[config.mk]
export PLATFORM = sky130hd
export DESIGN_NAME = phase_deg_calc
export DESIGN_NICKNAME = d
export VERILOG_FILES = /design/src/rtl/phase_pkg.sv /design/src/rtl/serial_divider.sv /design/src/rtl/phase_deg_calc.sv
export SDC_FILE = /design/constraint.sdc
export NUM_CORES = 1
export LEC_CHECK = 0
export ABC_AREA = 1
export CAP_MARGIN = 5
export CORE_ASPECT_RATIO = 1.5
export CORE_MARGIN = 4
export CORE_UTILIZATION = 35
export CTS_BUF_LIST = sky130_fd_sc_hd__clkbuf_16
export CTS_CLUSTER_DIAMETER = 80
export DETAILED_ROUTE_END_ITERATION = 8
export HOLD_SLACK_MARGIN = 0.1
export PLACE_DENSITY = 0.62
export SYNTH_ARGS = -nofsm -noshare
export SYNTH_HDL_FRONTEND = slang
export SYNTH_SLANG_ARGS = --single-unit
[constraint.sdc]
create_clock -name sys_clk -period 4.55 [get_ports sys_clk]
set_clock_uncertainty 0.2 [all_clocks]
set_input_delay 0.455 -clock sys_clk [delete_from_list [all_inputs] [get_ports sys_clk]]
set_output_delay 0.455 -clock sys_clk [all_outputs]
set_load 0.1 [all_outputs]
[src/rtl/phase_pkg.sv]
// Shared constants and FSM encoding for the phase-to-degrees converter.
// Latency: n/a (package only).
// Backpressure: n/a (package only).
package phase_pkg;

    // Full circle in result units (0.1 degree per LSB).
    localparam int SCALE     = 3600;
    // Result width; 2**Q_WIDTH must exceed SCALE.
    localparam int Q_WIDTH   = 12;
    // Width of the gate / window clock counters.
    localparam int CNT_WIDTH = 32;

    typedef enum logic [1:0] {
        ST_IDLE = 2'd0,
        ST_MUL  = 2'd1,
        ST_DIV  = 2'd2,
        ST_DONE = 2'd3
    } state_t;

endpackage

[src/rtl/serial_divider.sv]
// Restoring divider, one quotient bit per step, MSB first.
// Latency: 1 cycle to load, then one quotient bit per step cycle.
// Backpressure: none; the caller sequences load/step and holds denominator stable.
//
// Ports: load primes the partial remainder with numerator[NUM_W-1 -: DEN_W]
// and keeps the low Q_W numerator bits to shift in; step performs one
// shift/compare/subtract; quotient/remainder are the running results.
module serial_divider #(
    parameter int DEN_W = 32,
    parameter int Q_W   = 12,
    parameter int NUM_W = DEN_W + Q_W
) (
    input  logic             sys_clk,
    input  logic             rst_n,
    input  logic             load,
    input  logic             step,
    input  logic [NUM_W-1:0] numerator,
    input  logic [DEN_W-1:0] denominator,
    output logic [Q_W-1:0]   quotient,
    output logic [DEN_W-1:0] remainder
);

    // Numerator bits still waiting to be shifted into the remainder.
    logic [Q_W-1:0]   low_q;
    logic [DEN_W:0]   trial;
    logic [DEN_W-1:0] diff;
    logic             q_bit;

    // The trial value is one bit wider than the remainder so the compare
    // never loses the bit shifted out of the top.
    always_comb begin
        trial = {remainder, low_q[Q_W-1]};
        q_bit = (trial >= {1'b0, denominator});
        // When q_bit is set, trial < 2*denominator, so the difference fits
        // in DEN_W bits and modular subtraction on the low bits is exact.
        diff  = trial[DEN_W-1:0] - denominator;
    end

    always_ff @(posedge sys_clk or negedge rst_n) begin
        if (!rst_n) begin
            remainder <= '0;
            low_q     <= '0;
            quotient  <= '0;
        end else if (load) begin
            remainder <= numerator[NUM_W-1 -: DEN_W];
            low_q     <= numerator[Q_W-1:0];
            quotient  <= '0;
        end else if (step) begin
            remainder <= q_bit ? diff : trial[DEN_W-1:0];
            low_q     <= {low_q[Q_W-2:0], 1'b0};
            quotient  <= {quotient[Q_W-2:0], q_bit};
        end
    end

endmodule

[src/rtl/phase_deg_calc.sv]
// Converts a window/gate clock-count pair to phase: floor(diff_cnt*SCALE/gate_cnt).
// Latency: fixed Q_WIDTH+2 cycles from the start-sampling edge to phase_valid.
// Backpressure: none; start is only accepted while idle (busy=0), otherwise dropped.
//
// Ports: sys_clk/rst_n clock and async active-low reset; start + diff_cnt/gate_cnt
// request a conversion; busy marks a conversion in flight; phase_valid strobes
// for one cycle as phase_deg/phase_err take their new (held) values.
module phase_deg_calc #(
    parameter int SCALE   = phase_pkg::SCALE,
    parameter int Q_WIDTH = phase_pkg::Q_WIDTH
) (
    input  logic                           sys_clk,
    input  logic                           rst_n,
    input  logic                           start,
    input  logic [phase_pkg::CNT_WIDTH-1:0] diff_cnt,
    input  logic [phase_pkg::CNT_WIDTH-1:0] gate_cnt,
    output logic                           busy,
    output logic [Q_WIDTH-1:0]             phase_deg,
    output logic                           phase_valid,
    output logic                           phase_err
);

    localparam int CW     = phase_pkg::CNT_WIDTH;
    localparam int NUM_W  = CW + Q_WIDTH;
    localparam int STEP_W = $clog2(Q_WIDTH + 1);

    phase_pkg::state_t state_q, state_nxt;

    logic [CW-1:0]      diff_q, gate_q;
    logic [NUM_W-1:0]   num_q;
    logic               err_q;      // operands invalid
    logic               zero_q;     // result forced to 0 (invalid, or exactly 360.0 deg)
    logic [STEP_W-1:0]  step_cnt_q; // 0: load cycle, 1..Q_WIDTH: divide steps
    logic [Q_WIDTH-1:0] res_deg_q;
    logic               res_err_q;

    logic               div_load, div_step, div_last;
    logic [Q_WIDTH-1:0] div_quot;
    // The floor result only needs the quotient.
    logic [CW-1:0]      div_rem_unused;

    always_comb begin
        div_load = (state_q == phase_pkg::ST_DIV) && (step_cnt_q == '0);
        div_step = (state_q == phase_pkg::ST_DIV) && (step_cnt_q != '0);
        div_last = (step_cnt_q == STEP_W'(Q_WIDTH));
    end

    serial_divider #(
        .DEN_W (CW),
        .Q_W   (Q_WIDTH),
        .NUM_W (NUM_W)
    ) u_div (
        .sys_clk     (sys_clk),
        .rst_n       (rst_n),
        .load        (div_load),
        .step        (div_step),
        .numerator   (num_q),
        .denominator (gate_q),
        .quotient    (div_quot),
        .remainder   (div_rem_unused)
    );

    // State register.
    always_ff @(posedge sys_clk or negedge rst_n) begin
        if (!rst_n) begin
            state_q <= phase_pkg::ST_IDLE;
        end else begin
            state_q <= state_nxt;
        end
    end

    // Next-state logic. DIV spends one cycle loading and Q_WIDTH cycles
    // stepping, which together with MUL gives the fixed Q_WIDTH+2 latency.
    always_comb begin
        state_nxt = state_q;
        case (state_q)
            phase_pkg::ST_IDLE: if (start) state_nxt = phase_pkg::ST_MUL;
            phase_pkg::ST_MUL:  state_nxt = phase_pkg::ST_DIV;
            phase_pkg::ST_DIV:  if (div_last) state_nxt = phase_pkg::ST_DONE;
            phase_pkg::ST_DONE: state_nxt = phase_pkg::ST_IDLE;
            default:            state_nxt = phase_pkg::ST_IDLE;
        endcase
    end

    // Datapath registers. Operands are only captured in IDLE, so changes on
    // the inputs during a conversion cannot disturb it.
    always_ff @(posedge sys_clk or negedge rst_n) begin
        if (!rst_n) begin
            diff_q     <= '0;
            gate_q     <= '0;
            num_q      <= '0;
            err_q      <= 1'b0;
            zero_q     <= 1'b0;
            step_cnt_q <= '0;
            res_deg_q  <= '0;
            res_err_q  <= 1'b0;
        end else begin
            case (state_q)
                phase_pkg::ST_IDLE: begin
                    if (start) begin
                        diff_q <= diff_cnt;
                        gate_q <= gate_cnt;
                    end
                end
                phase_pkg::ST_MUL: begin
                    num_q      <= {{Q_WIDTH{1'b0}}, diff_q} * NUM_W'(SCALE);
                    err_q      <= (gate_q == '0) || (diff_q > gate_q);
                    // diff == gate is a full turn, which wraps to 0 without error.
                    zero_q     <= (gate_q == '0) || (diff_q >= gate_q);
                    step_cnt_q <= '0;
                end
                phase_pkg::ST_DIV: begin
                    if (!div_last) begin
                        step_cnt_q <= step_cnt_q + STEP_W'(1);
                    end
                end
                phase_pkg::ST_DONE: begin
                    res_deg_q <= zero_q ? '0 : div_quot;
                    res_err_q <= err_q;
                end
                default: ;
            endcase
        end
    end

    // Outputs. During DONE the final quotient is presented directly so the
    // result is visible on the same cycle as the strobe; the held copy takes
    // over from the following cycle.
    always_comb begin
        busy        = (state_q != phase_pkg::ST_IDLE);
        phase_valid = (state_q == phase_pkg::ST_DONE);
        if (state_q == phase_pkg::ST_DONE) begin
            phase_deg = zero_q ? '0 : div_quot;
            phase_err = err_q;
        end else begin
            phase_deg = res_deg_q;
            phase_err = res_err_q;
        end
    end

endmodule

==> results of run 1 <==
==> final cells by class <==
class	count	area, µm²
Clock inverter	15	198
Timing Repair Buffer	96	922
Tap cell	564	706
Inverter	352	1320
Clock buffer	17	425
Sequential cell	177	4430
Multi-Input combinational cell	1472	9100
Fill cell	4430	25100
==> timing repair <==
action | CTS | global route
hold buffers | 1 | 0
setup endpoints to repair | 2 | 7
gates resized for setup | 3 | 11
endpoints found under the hold margin | 72 | 0
==> logic make-up (layout without fill, tap and decap cells) <==
| kind of cell | count (synthesis) | count (layout) |
|---|---|---|
| AOI/OAI and AO/OA | 316 | 316 |
| xor gates and xnor gates | 29 | 29 |
| and+or+nand+nor | 887 | 887 |
| buffers and inverters | 399 | 480 |
| adders and majority gates | 237 | 237 |
| DFF | 177 | 177 |
| muxes | 3 | 3 |
==> metrics by stage <==
step	hold WS [ps]	instance area, µm²	cells	worst slack (ps)
3_3_place_gp	250	16400	2660	-145
2_1_floorplan	-40.6	15000	2048	715
3_5_place_dp	262	16400	2660	-143
5_1_grt	293	17100	2693	-19.4
6_report	274	17100	2693	236
4_1_cts	282	17100	2693	14.5
==> layout by cell type, fill, tap and decap left out, types with 5 or more instances in the layout <==
master / n
clkdlybuf4s50_1: 68
nand3_1: 134
o22ai_1: 25
nor3_1: 14
o21ai_1: 5
nand2_2: 5
xor2_1: 15
nor4_1: 6
inv_2: 7
a21oi_1: 155
clkinv_8: 6
inv_1: 344
xnor2_1: 14
nand2_1: 506
a21o_1: 7
o21ai_0: 107
nand3b_1: 13
dfrtp_1: 175
ha_1: 178
clkbuf_16: 17
nor2_1: 164
nand4_1: 26
fa_1: 57
buf_4: 24
o21a_1: 5
or2_2: 7
==> worst register-to-register path, delay by kind of cell (launching register included) <==
kind	cells	cell delay [ps]
DFF	1	440
adders and majority gates	5	1970
and+or+nand+nor	9	1070
buffers and inverters	5	410
AOI/OAI and AO/OA	1	100
==> layer usage <==
layer | global-route usage (%) | up-vias
met1 | 23.3 | 6423
met2 | 38.1 | 271
met5 | 0 | -
met3 | 1.86 | 88
met4 | 9.08 | 0
li1 | - | 6719
==> path summary, 6_finish.rpt <==
kind / startpoint / endpoint / slack, ps / cells after the start
setup reg to reg: diff_q[16] / num_q[43] / 240 / 20
hold reg to reg: num_q[10] / num_q[10] / 270 / 2
min in group asynchronous: rst_n / diff_q[4] / 390 / 2
hold / removal: num_q[10] / num_q[10] / 270 / 2
max in group asynchronous: rst_n / u_div.remainder[15] / 2780 / 3
setup / recovery: diff_q[16] / num_q[43] / 240 / 20
==> state kept, by name, summed over array words and instances (netlist names) <==
name             count
zero_q               1
state_q              2
err_q                1
step_cnt_q           4
u_div.remainder     32
diff_q              32
gate_q              32
num_q               40
res_err_q            1
u_div.low_q          8
res_deg_q           12
u_div.quotient      12
==> run_results.csv, run 1 <==
group,metric,value,unit
global_routing,grt_pass1_wl,73.7,mm
routing,met2WireLength,24.5,mm
timing,worst_slew_pin_slew,975,ps
yosys,synth_common_cells,"nand2_1, inv_1, ha_1",
routing,met3_length,1.30,mm
worst_setup_path,cpMostUsedCell,"inv_1",
routing,routed.top_layer,"met4",
floorplanning,die_w,177,µm
yosys,synth-adder-area-share,22.6,%
worst_setup_path,end_kind,"flip-flop",
floorplanning,coreArea,42200,µm²
clock_network,cts_setup_buffers,0,
yosys,synth_simple_gate_area_share,24.8,%
yosys,yosys.cell_types.count,40,
clock_network,cts_tree,"yes",
routing,viasPerCell,5.01,
yosys,ys_async_sr_fraction,100,%
cells_and_area,final_util,40.5,%
routing,dr.pass1.iters,5,
clock_network,cts_made_buffers,17,
timing,period_needed,4310,ps
timing,max_freq,0.232,GHz
yosys,syn_nets,2352,
yosys,synth_enable_flop_cells,0,
cells_and_area,drive_gt1_share,4.60,%
routing,totalWireLength,45.9,mm
routing,met1_length,18.3,mm
worst_setup_path,worstSetupPathType,"reg2reg",
clock_network,clk_path_buf_depth,2,
yosys,yosysWarningCount,0,
worst_setup_path,max_stage_delay,520,ps
floorplanning,rows,92,
clock_network,htree_levels,4,
clock_network,clk_latency,460,ps
worst_setup_path,cpMaxStageDelayCell,"fa_1",
timing,max_slew_margin,34.8,%
clock_network,clk_pin_slew,80,ps
routing,drt-initial-drc-count,785,
worst_setup_path,cp-start-kind,"flip-flop",
yosys,postSynthCellCount,2048,
yosys,synth_top_family_by_area,"simple AND/OR/NAND/NOR gates",
outcome,outcome,"completed",
yosys,synth_compound_area_share,11.1,%
worst_setup_path,critPathBufInv,5,
worst_setup_path,worstPathCellList,"inv_1, fa_1, inv_1, ha_1, inv_1, fa_1, inv_1, ha_1, ha_2, nand2_2, nor2_2, inv_1, nor3_1, nand2_1, nand2_2, nand3b_1, nand2_1, nand2_1, nand3_1, o21ai_0",
floorplanning,pin_count,82,
yosys,synth-xor-area-share,1.69,%
worst_setup_path,worstPathMaxFanout,6,
timing,fin_setup_tns,0,ps
yosys,synth-seq-area-share,29.5,%
yosys,syn_area_per_cell,7.34,µm²
min_path,hold_class,"reg2reg",
clock_network,root_buffer,"clkbuf_16",
floorplanning,die_h,262,µm
clock_network,clock-sinks,177,
worst_setup_path,cpLargestDelayFamily,"adder cells",
placed_design,place_congestion,0.994,
timing,slew_violations,0,
routing,vias,13500,
yosys,synth_most_common_cell,"nand2_1",
run,maxCapViolCount,0,
cells_and_area,synthToLayoutAreaGrowth,13.8,%
timing,setup_viol,0,
yosys,yosysTopAreaCellShare,29.5,%
routing,ant_nets,0,
placed_design,numPortBuffers,81,
timing,rsz0062_at_grt,"yes",
global_routing,first_global_vias,14000,
yosys,syn_area,15000,µm²
timing,hold_viol_final,0,
yosys,synth_top_area_cell,"dfrtp_1",
routing,wl_per_cell,17.1,µm
floorplanning,dieArea,46400,µm²
timing,post-route-period-util,94.8,%
yosys,synth-main-ff-cell,"dfrtp_1",
global_routing,grt_util_all_layers,20.3,%
yosys,synth.area.mux_share,0.225,%
global_routing,antenna_found_initial,0,
yosys,synth_seq_cells,177,
global_routing,grt_overflow,0,
cells_and_area,nets,2420,
worst_setup_path,arrival,4440,ps
worst_setup_path,cp.required,4680,ps
cells_and_area,antenna-diode-count,0,
yosys,ys_top_cells_by_area,"dfrtp_1, ha_1, nand2_1, inv_1, fa_1",
floorplanning,initial_core_util,35.6,%
routing,drc,0,
placed_design,place_hpwl,37.0,mm
global_routing,grt_max_degree,75,
Power of run 1 is not shown: default switching activity piles up to over one toggle a cycle in this logic, so the estimate is an artifact.
==> inputs of run 2 (changes only) <==
Settings changed: CELL_PAD_IN_SITES_DETAIL_PLACEMENT from default to 2, CELL_PAD_IN_SITES_GLOBAL_PLACEMENT from default to 2, CORE_UTILIZATION 35 to 36, PLACE_DENSITY 0.62 to default, PLACE_DENSITY_LB_ADDON from default to 0.15.
==> run 2 against run 1 <==
Sequential share of layout area is 0.13 points lower; highest routed layer unchanged; critical path type unchanged; utilization is 1.2 points higher; first-iteration DRC count is 30% lower; die area is 2.7% lower; wire length is 24% higher; critical endpoint unchanged; cell count is 0.30% higher.
==> run_results.csv, run 2 (same netlist as run 1, synthesis figures left out) <==
group,metric,value,unit
global_routing,grt_overflow,0,
global_routing,first_global_vias,16200,
floorplanning,coreArea,41200,µm²
worst_setup_path,cp.required,4670,ps
global_routing,grt_max_degree,109,
clock_network,clk_latency,470,ps
cells_and_area,largest_reg_flops,40,
placed_design,place_hpwl,46.2,mm
placed_design,dp_slack,-150,ps
worst_setup_path,worstPathMaxFanout,6,
cells_and_area,final_cell_mix,"nand2_1, inv_1, ha_1, dfrtp_1, nor2_1",
routing,wl_per_cell,21.1,µm
cells_and_area,fillCellCount,4883,
timing,post-route-period-util,96.1,%
placed_design,numPortBuffers,81,
routing,met1_length,23.5,mm
floorplanning,die_h,258,µm
cells_and_area,antenna-diode-count,0,
timing,period_needed,4370,ps
worst_setup_path,arrival,4500,ps
routing,totalWireLength,56.9,mm
timing,worst_slew_pin_slew,970,ps
routing,viasPerCell,5.24,
worst_setup_path,cp-start-kind,"flip-flop",
outcome,outcome,"completed",
clock_network,htree_levels,4,
routing,routed.top_layer,"met4",
cells_and_area,multi_input_area,9110,µm²
clock_network,cts_made_buffers,17,
worst_setup_path,end_kind,"flip-flop",
floorplanning,dieArea,45100,µm²
routing,drt-initial-drc-count,548,
routing,drc,0,
placed_design,place_congestion,0.879,
cells_and_area,final_util,41.7,%
timing,slew_violations,0,
cells_and_area,largest-register,"num_q",
routing,met3_length,553,µm
timing,post-route-worst-setup-slack,176,ps
floorplanning,initial_core_util,36.5,%
global_routing,antenna_found_initial,0,
cells_and_area,drive_gt1_share,5.46,%
timing,max_slew_margin,35.1,%
cells_and_area,synthToLayoutAreaGrowth,14.4,%
min_path,hold_class,"reg2reg",
timing,max_freq,0.229,GHz
cells_and_area,nets,2434,
cells_and_area,register_area,4430,µm²
floorplanning,die_w,175,µm
timing,hold_viol_final,0,
global_routing,grt_util_all_layers,25.6,%
routing,met2WireLength,31.4,mm
routing,ant_nets,0,
clock_network,clk_pin_slew,80,ps
cells_and_area,final_common_cell,"nand2_1",
global_routing,grt_pass1_wl,90.5,mm
clock_network,cts_tree,"yes",
clock_network,clk_path_buf_depth,2,
floorplanning,rows,91,
routing,vias,14100,
timing,rsz0062_at_grt,"yes",
run,maxCapViolCount,0,
timing,setup_viol,0,
worst_setup_path,worstSetupPathType,"reg2reg",
floorplanning,pin_count,82,
clock_network,root_buffer,"clkbuf_16",
clock_network,clock-sinks,177,
routing,dr.pass1.iters,5,
run 2: changes by cell type in the layout (fill, tap and decap cells not counted), moves of 2 or more:
| cell | before | now |
|---|---|---|
| o21ai_1 | 5 | 8 |
| inv_8 | 2 | 4 |
| buf_4 | 24 | 38 |
| inv_2 | 7 | 9 |
| a21oi_1 | 155 | 153 |
| o21ai_0 | 107 | 103 |
| clkinv_8 | 6 | 4 |
| a21oi_2 | 2 | 4 |
run 2: path summary, 6_finish.rpt:
path	endpoint	slack, ps	start	cells past startpoint
max	num_q[43]	180	diff_q[16]	20
min	num_q[10]	280	num_q[10]	2
max reg2reg	num_q[43]	180	diff_q[16]	20
min reg2reg	num_q[10]	280	num_q[10]	2
max in group asynchronous	diff_q[31]	2690	rst_n	3
min in group asynchronous	diff_q[4]	500	rst_n	2
run 2: critical path, cell delays in order, from the launching register on:
cell and delay, ps:
dfrtp_2 440, inv_1 140, fa_1 530, inv_1 50
ha_1 260, inv_1 50, fa_1 500, inv_1 50
ha_1 300, ha_2 390, nand2_2 130, nor2_4 160
inv_1 110, nor3_1 220, nand2_1 110, nand2_2 130
nand3b_1 130, nand2_1 80, nand2_1 50, nand3_1 90
o21ai_0 80
run 2: per-stage QoR:
stage | cells | cell area, µm² | hold WS (ps) | setup TNS, ps
floorplan | 2048 | 15000 | -40.6 | 0
global placement | 2667 | 16500 | 251 | -113
detailed placement | 2667 | 16500 | 264 | -177
CTS | 2700 | 17100 | 284 | 0
global route | 2701 | 17200 | 315 | -104
finish | 2701 | 17200 | 280 | 0
run 2: timing repair:
item,4_1_cts,5_1_grt
resized for setup,5,20
pin swaps,0,1
buffers inserted,0,1
hold buffers,1,0
hold endpoints to repair,107,0
setup endpoints to repair,2,18
run 2: per-layer routing:
metal | GRT usage, % | up-vias
met5 | 0 | -
met1 | 29.7 | 7230
met2 | 50.4 | 128
met3 | 1.47 | 60
met4 | 7.51 | 0
li1 | - | 6724
run 2: area by class of cell:
cell class,instances,share of cell area [%]
repair buffers,110,5.99
clock inverters,15,0.961
clock buffers,17,2.48
well taps,558,4.06
flip-flops and latches,177,25.8
inverters,352,7.69
multi-input cells,1472,53.0
Power of run 2 is left out for the same reason.
==> inputs of run 3 (changes only) <==
Settings changed: CORE_UTILIZATION 36 to 33, SLEW_MARGIN from default to 5.
Clock period 4.55 ns to 3.8 ns, I/O delays scaled along.
==> run 3 against run 2 <==
The flow now finishes with violations (negative setup slack); die area is 8.7% higher; cell area is 22% higher; first-iteration DRC count is 93% higher; hold slack better by 4.5 ps; via count is 18% higher; critical path depth stayed put; non-clock buffer count is 244 higher; global-route usage is 4.8 points higher; largest cell class unchanged; highest routed layer is now met5.
==> run_results.csv, run 3 (same netlist as run 1, synthesis figures left out) <==
group,metric,value,unit
outcome,outcome,"finished with violations",
outcome,violations,"negative setup slack",
worst_setup_path,arrival,4780,ps
cells_and_area,synthToLayoutAreaGrowth,39.1,%
floorplanning,rows,95,
timing,setup_viol,30,
run,maxCapViolCount,0,
cells_and_area,largest_reg_flops,40,
worst_setup_path,worstSetupPathType,"reg2reg",
timing,hold_viol_final,0,
timing,worst_slew_pin_slew,1000,ps
clock_network,root_buffer,"clkbuf_16",
routing,viasPerCell,5.61,
cells_and_area,largest-register,"num_q",
routing,dr.pass1.iters,5,
timing,hold_slack,284,ps
cells_and_area,final_cell_mix,"nand2_1, inv_1, buf_4, dfrtp_1, nor2_1",
timing,slew_violations,0,
timing,post-route-period-util,121,%
timing,post-route-worst-setup-slack,-792,ps
clock_network,cts_tree,"yes",
routing,drt-initial-drc-count,1055,
timing,period_needed,4590,ps
global_routing,antenna_found_initial,1,
worst_setup_path,cp.required,3990,ps
floorplanning,pin_count,82,
timing,rsz0062_at_grt,"yes",
clock_network,clk_path_buf_depth,2,
placed_design,numPortBuffers,81,
floorplanning,coreArea,44900,µm²
min_path,hold_class,"in2async",
worst_setup_path,cp-start-kind,"flip-flop",
routing,ant_nets,0,
floorplanning,dieArea,49100,µm²
floorplanning,initial_core_util,33.4,%
global_routing,first_global_vias,18600,
timing,max_freq,0.218,GHz
timing,max_slew_margin,33.2,%
routing,vias,16700,
global_routing,grt_pass1_wl,115,mm
clock_network,htree_levels,4,
routing,totalWireLength,87.2,mm
global_routing,grt_overflow,0,
cells_and_area,antenna-diode-count,0,
global_routing,grt_max_degree,76,
clock_network,clock-sinks,177,
cells_and_area,final_common_cell,"nand2_1",
worst_setup_path,worstPathMaxFanout,5,
floorplanning,die_h,269,µm
global_routing,grt_util_all_layers,30.5,%
routing,wl_per_cell,29.4,µm
floorplanning,die_w,182,µm
clock_network,cts_made_buffers,17,
cells_and_area,drive_gt1_share,26.1,%
placed_design,place_hpwl,48.9,mm
cells_and_area,nets,2679,
routing,drc,0,
worst_setup_path,end_kind,"flip-flop",
clock_network,clk_pin_slew,90,ps
clock_network,clk_latency,470,ps
placed_design,place_congestion,0.850,
[run 3: changes by cell type in the layout (fill, tap and decap cells not counted), sizes merged]
| cell | change |
|---|---|
| clkdlybuf4s50 | -3 |
| nor2 | +1 |
| buf | +247 |
[run 3: final timing paths]
path                             start             end  slack (ps)  cells after the start
max in group asynchronous        rst_n      diff_q[27]        2180                      3
setup reg to reg            diff_q[17]       num_q[35]        -790                     20
hold / removal                   rst_n  u_div.low_q[7]         280                      2
hold reg to reg              num_q[38]       num_q[38]         290                      2
min in group sys_clk       gate_cnt[6]       gate_q[6]         290                      3
setup / recovery            diff_q[17]       num_q[35]        -790                     20
[run 3: final cells by class]
class / count / area (µm²)
Clock inverter: 15 / 165
Tap cell: 582 / 728
Fill cell: 4992 / 24000
Sequential cell: 177 / 4430
Multi-Input combinational cell: 1473 / 10900
Timing Repair Buffer: 354 / 2940
Clock buffer: 17 / 425
Inverter: 352 / 1340
[run 3: stage by stage]
step	utilization, %	instances	setup slack, ps	instance area [µm²]	TNS (ps)
floorplan	-	2048	27.4	15000	0
global placement	39.6	2856	-491	17800	-6520
detailed placement	39.6	2856	-717	17800	-11900
CTS	44.6	2948	-172	20000	-1580
global route	46.5	2970	-888	20900	-13770
finish	46.5	2970	-792	20900	-12010
[run 3: worst max-delay path: stages (launching register included)]
cell and delay (ps):
dfrtp_1 410, inv_4 80, fa_1 600, inv_1 90
ha_4 280, inv_2 60, fa_1 640, inv_2 80
ha_4 250, ha_4 340, nand2_8 80, nor2_4 140
inv_2 70, nor3_4 330, nand2_4 120, nand2_4 120
nand2_1 100, nand2_2 110, or2_4 140, nand3_2 100
nand2_2 130
[run 3: routing by layer]
layer  share of wire, %  track usage, %  up-vias
met5              0.015               0        -
met4                8.8            15.7        2
met2                 52            58.1      592
li1                   -               -     7219
met3                3.7            3.75      376
met1                 35            32.4     8471
[run 3: repair_timing]
item,4_1_cts,5_1_grt
resized for setup,249,159
hold buffers,1,0
pin swaps,76,64
setup buffers,59,30
endpoints found under the hold margin,58,0
setup endpoints to repair,29,41
cloned,0,1
Power of run 3 is left out for the same reason.
